File: src/rtl/seq_datapath.sv
// seq_datapath: single-bus register-transfer datapath with an internal sequencer.
// Executes one instruction per accepted start; MUL/DIV iterate WIDTH cycles.
`default_nettype none

module seq_datapath #(
  parameter  int WIDTH = 32,
  parameter  int NREGS = 16,
  localparam int AW    = $clog2(NREGS)
) (
  input  logic             clk_i,
  input  logic             clr_ni,
  input  logic             start_i,
  input  logic [3:0]       op_i,
  input  logic [AW-1:0]    ra_i,
  input  logic [AW-1:0]    rb_i,
  input  logic [AW-1:0]    rd_i,
  input  logic [WIDTH-1:0] imm_in_i,
  input  logic [AW-1:0]    dbg_sel_i,
  output logic             busy_o,
  output logic             done_o,
  output logic [WIDTH-1:0] result_o,
  output logic [WIDTH-1:0] hi_o,
  output logic [WIDTH-1:0] lo_o,
  output logic             div_by_zero_o,
  output logic             illegal_op_o,
  output logic [WIDTH-1:0] dbg_data_o
);

  localparam int SW = $clog2(WIDTH);
  localparam int CW = $clog2(WIDTH);

  localparam logic [3:0] OP_ADD  = 4'd0;
  localparam logic [3:0] OP_SUB  = 4'd1;
  localparam logic [3:0] OP_AND  = 4'd2;
  localparam logic [3:0] OP_OR   = 4'd3;
  localparam logic [3:0] OP_XOR  = 4'd4;
  localparam logic [3:0] OP_SHL  = 4'd5;
  localparam logic [3:0] OP_SHR  = 4'd6;
  localparam logic [3:0] OP_MUL  = 4'd7;
  localparam logic [3:0] OP_DIV  = 4'd8;
  localparam logic [3:0] OP_LDI  = 4'd9;
  localparam logic [3:0] OP_MFHI = 4'd10;
  localparam logic [3:0] OP_MFLO = 4'd11;

  typedef enum logic [2:0] {
    S_IDLE = 3'd0,
    S_TA   = 3'd1,
    S_TB   = 3'd2,
    S_ITER = 3'd3,
    S_WB   = 3'd4
  } state_t;

  state_t           state_q;
  logic [3:0]       op_q;
  logic [AW-1:0]    ra_q, rb_q, rd_q;
  logic [WIDTH-1:0] imm_q;
  logic [WIDTH-1:0] y_q, b_q, zhi_q, zlo_q, hi_q, lo_q, result_q;
  logic [WIDTH-1:0] regs_q [NREGS];
  logic [CW-1:0]    cnt_q;
  logic             busy_q, done_q, dbz_q, ill_q;

  logic [WIDTH-1:0] bus;
  logic [WIDTH-1:0] alu_hi_d, alu_lo_d;
  logic [WIDTH-1:0] step_hi_d, step_lo_d;
  logic [WIDTH:0]   add_sum, sub_dif, mul_sum, div_rem, div_dif;
  logic             div_ge;
  logic             is_iter_op, is_illegal;

  assign is_iter_op = (op_q == OP_MUL) || (op_q == OP_DIV);
  assign is_illegal = (op_q >= 4'd12);

  always_comb begin
    bus = '0;
    case (state_q)
      S_TA: bus = regs_q[ra_q];
      S_TB: begin
        case (op_q)
          OP_LDI:  bus = imm_q;
          OP_MFHI: bus = hi_q;
          OP_MFLO: bus = lo_q;
          default: bus = regs_q[rb_q];
        endcase
      end
      S_WB:    bus = zlo_q;
      default: bus = '0;
    endcase
  end

  assign add_sum = {1'b0, y_q} + {1'b0, bus};
  assign sub_dif = {1'b0, y_q} - {1'b0, bus};

  always_comb begin
    alu_hi_d = '0;
    alu_lo_d = bus;
    case (op_q)
      OP_ADD: begin
        alu_lo_d = add_sum[WIDTH-1:0];
        alu_hi_d = {{(WIDTH-1){1'b0}}, add_sum[WIDTH]};
      end
      OP_SUB: begin
        alu_lo_d = sub_dif[WIDTH-1:0];
        alu_hi_d = {{(WIDTH-1){1'b0}}, sub_dif[WIDTH]};
      end
      OP_AND:  alu_lo_d = y_q & bus;
      OP_OR:   alu_lo_d = y_q | bus;
      OP_XOR:  alu_lo_d = y_q ^ bus;
      OP_SHL:  alu_lo_d = y_q << bus[SW-1:0];
      OP_SHR:  alu_lo_d = y_q >> bus[SW-1:0];
      default: alu_lo_d = bus;
    endcase
  end

  // ZHI:ZLO doubles as the iteration accumulator: multiplier/dividend start in ZLO.
  assign mul_sum = {1'b0, zhi_q} + (zlo_q[0] ? {1'b0, y_q} : {(WIDTH+1){1'b0}});
  assign div_rem = {zhi_q, zlo_q[WIDTH-1]};
  assign div_dif = div_rem - {1'b0, b_q};
  assign div_ge  = (div_rem >= {1'b0, b_q});

  always_comb begin
    step_hi_d = '0;
    step_lo_d = '0;
    if (op_q == OP_MUL) begin
      step_hi_d = mul_sum[WIDTH:1];
      step_lo_d = {mul_sum[0], zlo_q[WIDTH-1:1]};
    end else begin
      step_hi_d = div_ge ? div_dif[WIDTH-1:0] : div_rem[WIDTH-1:0];
      step_lo_d = {zlo_q[WIDTH-2:0], div_ge};
    end
  end

  always_ff @(posedge clk_i or negedge clr_ni) begin
    if (!clr_ni) begin
      state_q  <= S_IDLE;
      op_q     <= '0;
      ra_q     <= '0;
      rb_q     <= '0;
      rd_q     <= '0;
      imm_q    <= '0;
      y_q      <= '0;
      b_q      <= '0;
      zhi_q    <= '0;
      zlo_q    <= '0;
      hi_q     <= '0;
      lo_q     <= '0;
      result_q <= '0;
      cnt_q    <= '0;
      busy_q   <= 1'b0;
      done_q   <= 1'b0;
      dbz_q    <= 1'b0;
      ill_q    <= 1'b0;
      for (int i = 0; i < NREGS; i++) regs_q[i] <= '0;
    end else begin
      case (state_q)
        S_IDLE: begin
          done_q <= 1'b0;
          if (start_i) begin
            op_q    <= op_i;
            ra_q    <= ra_i;
            rb_q    <= rb_i;
            rd_q    <= rd_i;
            imm_q   <= imm_in_i;
            busy_q  <= 1'b1;
            dbz_q   <= 1'b0;
            ill_q   <= 1'b0;
            state_q <= S_TA;
          end
        end
        S_TA: begin
          y_q     <= bus;
          state_q <= S_TB;
        end
        S_TB: begin
          b_q <= bus;
          if (is_iter_op) begin
            zhi_q   <= '0;
            zlo_q   <= (op_q == OP_MUL) ? bus : y_q;
            cnt_q   <= CW'(WIDTH - 1);
            state_q <= S_ITER;
          end else begin
            zhi_q   <= alu_hi_d;
            zlo_q   <= alu_lo_d;
            state_q <= S_WB;
          end
        end
        S_ITER: begin
          zhi_q <= step_hi_d;
          zlo_q <= step_lo_d;
          if (cnt_q == '0) state_q <= S_WB;
          else             cnt_q   <= cnt_q - 1'b1;
        end
        S_WB: begin
          if (is_illegal) begin
            ill_q <= 1'b1;
          end else begin
            regs_q[rd_q] <= bus;
            result_q     <= bus;
            if (is_iter_op) begin
              hi_q <= zhi_q;
              lo_q <= zlo_q;
            end
            if ((op_q == OP_DIV) && (b_q == '0)) dbz_q <= 1'b1;
          end
          busy_q  <= 1'b0;
          done_q  <= 1'b1;
          state_q <= S_IDLE;
        end
        default: state_q <= S_IDLE;
      endcase
    end
  end

  assign busy_o        = busy_q;
  assign done_o        = done_q;
  assign result_o      = result_q;
  assign hi_o          = hi_q;
  assign lo_o          = lo_q;
  assign div_by_zero_o = dbz_q;
  assign illegal_op_o  = ill_q;
  assign dbg_data_o    = regs_q[dbg_sel_i];

endmodule

`default_nettype wire

File: config.mk
export PLATFORM = sky130hd
export DESIGN_NAME = seq_datapath
export DESIGN_NICKNAME = d
export VERILOG_FILES = /design/src/rtl/seq_datapath.sv
export SDC_FILE = /design/constraint.sdc
export NUM_CORES = 2
export LEC_CHECK = 0
export CORE_MARGIN = 1.5
export CORE_UTILIZATION = 50
export CTS_CLUSTER_DIAMETER = 30
export CTS_CLUSTER_SIZE = 28
export DETAILED_ROUTE_END_ITERATION = 8
export PLACE_DENSITY = 0.7
export SLEW_MARGIN = 20
export SYNTH_ARGS = -nofsm -noshare
export SYNTH_HDL_FRONTEND = slang
export SYNTH_SLANG_ARGS = --single-unit
export TNS_END_PERCENT = 20
File: constraint.sdc
create_clock -name clk_i -period 6.4 [get_ports clk_i]
set_clock_uncertainty 0.2 [all_clocks]
set_input_delay 1.28 -clock clk_i [delete_from_list [all_inputs] [get_ports clk_i]]
set_output_delay 1.28 -clock clk_i [all_outputs]
set_load 0.01 [all_outputs]
==> results.ini <==
[status]
status=finished clean

[placement]
portBuffers=186
place_inst=6944
gp_congestion=1.12
place_ws_ps=103
place_hpwl_um=165000

[die]
io_pins=187
die-area_mm2=0.111
core_mm2=0.109
die_w_um=333
initial_core_util_pct=50.3
fp.dieH_um=333
std_cell_rows=121

[synth]
synthesis.nets=5744
ys_seq_elements=796
ys_types=89
synth_most_common_cell=dfrtp_1
syn_area_mm2=0.0546
ys_top_cells_by_area=dfrtp_1 36%, mux4_2 18%, o21ai_0 6.3%
synth_enable_flop_cells=0
yosysWarnings=0
async_flop_share_pct=100
synth_cells=5522
yosys_most_used_dff=dfrtp_1
synth.avg_cell_area_um2=9.89
ys_seq_area_share_pct=36.5
synth_top_cell_area_share_pct=36.5
synth_common_cells=796 x dfrtp_1, 732 x nand2_1, 685 x o21ai_0
yosysTopAreaCell=dfrtp_1

[drt]
dr.pass1.iters=6
drt_iter0_markers=6981
dr_wl_met3_um=32000
antenna_left=0
vias_per_cell=6.95
routed-wl-met2_um=102000
wl_per_cell_um=32.0
dr.max_layer_used=met5
vias=50812
post-route-drc-count=0
wl_met1_um=85500
routed_wl_um=234000

[timing]
setup-violations-final=0
hold_violations=0
rsz0062_at_grt=false
slew_viol_final=0
layout_setup_ws_ps=201
fmax_mhz=161
period_share_pct=96.9
min_period_ps=6200
tns_ps=0
worst_pin_slew_ps=1250
slew-limit-headroom_pct=16.6

[finish]
regArea_mm2=0.0199
nFillCells=8773
area_growth_pct=20.7
fin_cells=7308
multi_input_area_mm2=0.0324
nNetsFinal=5949
drive_above_1_share_pct=22.4

[clock_network]
cts.clk_slew.worst_paths_ps=50
cts_tree=yes
cts_buffer_depth=3
clkSinkCount=796
holdBufCountCts=0
insertion_delay_ps=810
h-tree-depth=4
cts_made_buffers=183
root_buffer=clkbuf_16

[setup_path]
cp_cell_sequence=buf_6 > mux4_2 > a2111oi_0 > nor4_1 > a221oi_4 > ha_1 > o211ai_1 > a21oi_2 > a211oi_1 > buf_4 > o21ai_1 > a311oi_2 > o21bai_1 > a311oi_1 > buf_4 > nor2b_1 > mux2_2 > a2111oi_0 > a32oi_1
slowest_delay_ps=580
critPathCaptureType=flip-flop
path_class=reg2reg
crit_slowest_cell=dfrtp_4
worstPathArrival_ps=6630
required_ps=6830
critPathLaunchType=flip-flop
path_max_fanout=17

[power]
ir_drop_v=0.000362
leakagePower_uw=0.0282
p_per_area_mw_per_mm2=591

[global_routing]
grt_pass1_vias=49973
track_usage_pct=42.1
overflow=0
antenna_found_initial=24
grt_max_degree=140
grt_pass1_wl_um=344000

[run]
drv_cap=0

[hold_path]
hp-class=reg2reg

[placed cells by master, fill, tap and decap left out, types with 27 or more instances in the layout]
cell type	instances
a211oi_1	48
a211oi_2	27
a21o_1	99
a21oi_1	352
a221oi_1	30
a22oi_1	32
a31oi_1	40
and2_1	66
buf_12	30
buf_4	283
clkbuf_16	183
clkbuf_8	30
clkdlybuf4s50_1	181
dfrtp_1	788
ha_1	163
inv_1	152
mux2_2	115
mux2i_1	126
mux4_2	446
nand2_1	720
nand2b_1	30
nand3_1	66
nor2_1	350
nor2b_1	32
nor3_1	76
o211ai_1	53
o21ai_0	683
o21bai_1	31
o22ai_1	42
xnor2_1	44
xor2_1	27
[stage by stage]
step                      instance area [um^2]  hold WS [ps]  power [uW]  util (%)
after floorplan                          54600           272       19900         -
after global placement                   59200           263       28100      54.5
after detailed placement                 59200           270       28200      54.5
after CTS                                65700           282       38100      60.5
after global routing                     65900           309       40400      60.7
final                                    65900           278       38900      60.7
[final cells by class]
type	instances	area share, %
diodes	8	0.0304
flip-flops and latches	796	30.3
multi-input cells	4085	49.2
clock inverters	110	2.24
repair buffers	501	7.00
inverters	160	0.912
well taps	1414	2.69
clock buffers	234	7.68
[routing by layer]
layer  vias up  track usage, %
met5         -               0
met4        34            22.9
met3       815            15.4
met2      3685            61.8
met1     25258            54.2
li1      21020               -
[power breakdown]
group          internal (uW)  leakage (uW)  switching, uW
combinational           7880        0.0143          12700
clock                   6410       0.00312           3290
sequential              6380        0.0108           2240
total                  20700        0.0282          18300
[state kept, by name, summed over array words and instances (netlist names), 3 cells and up]
signal    cells
lo_o         32
op_q          4
cnt_q         5
state_q       3
hi_o         32
b_q          32
ra_q          4
y_q          32
imm_q        32
rb_q          4
rd_q          4
result_o     32
zhi_q        32
regs_q      512
zlo_q        32
[path summary, 6_finish.rpt]
check,from,end,slack (ps),cells after the start
hold / removal,result_o[8]$_DFFE_PN0P_,result_o[8]$_DFFE_PN0P_,280,2
setup reg to reg,rb_q[0]$_DFFE_PN0P_,zlo_q[29]$_DFFE_PN0P_,200,19
hold reg to reg,result_o[8]$_DFFE_PN0P_,result_o[8]$_DFFE_PN0P_,280,2
setup / recovery,rb_q[0]$_DFFE_PN0P_,zlo_q[29]$_DFFE_PN0P_,200,19
min in group asynchronous,clr_ni,lo_o[3]$_DFFE_PN0P_,370,1
max in group asynchronous,clr_ni,zlo_q[18]$_DFFE_PN0P_,4200,2
[repair_timing]
item	4_1_cts	5_1_grt
resized for setup	1	4
hold endpoints to repair	0	0
pin swaps	0	2
endpoints found under the setup margin	1	6
setup buffers	0	11
[cells by family after synthesis]
kind of cell    after synthesis  share of synthesized area, %
xor+xnor                     71                          1.14
compound gates             1682                          18.9
buf+inv                     641                          4.77
fa+ha+maj                   167                          3.88
mux                         687                          23.1
flops                       796                          36.5
simple gates               1478                          11.7
[worst max-delay path: cells and delay by family (launching register included)]
| kind | cells | cell delay (ps) |
|---|---|---|
| mux | 2 | 900 |
| compound gates | 11 | 2990 |
| fa+ha+maj | 1 | 320 |
| simple gates | 2 | 400 |
| buf+inv | 3 | 610 |
| flops | 1 | 580 |
No activity file was read; power rests on OpenSTA's default activity.
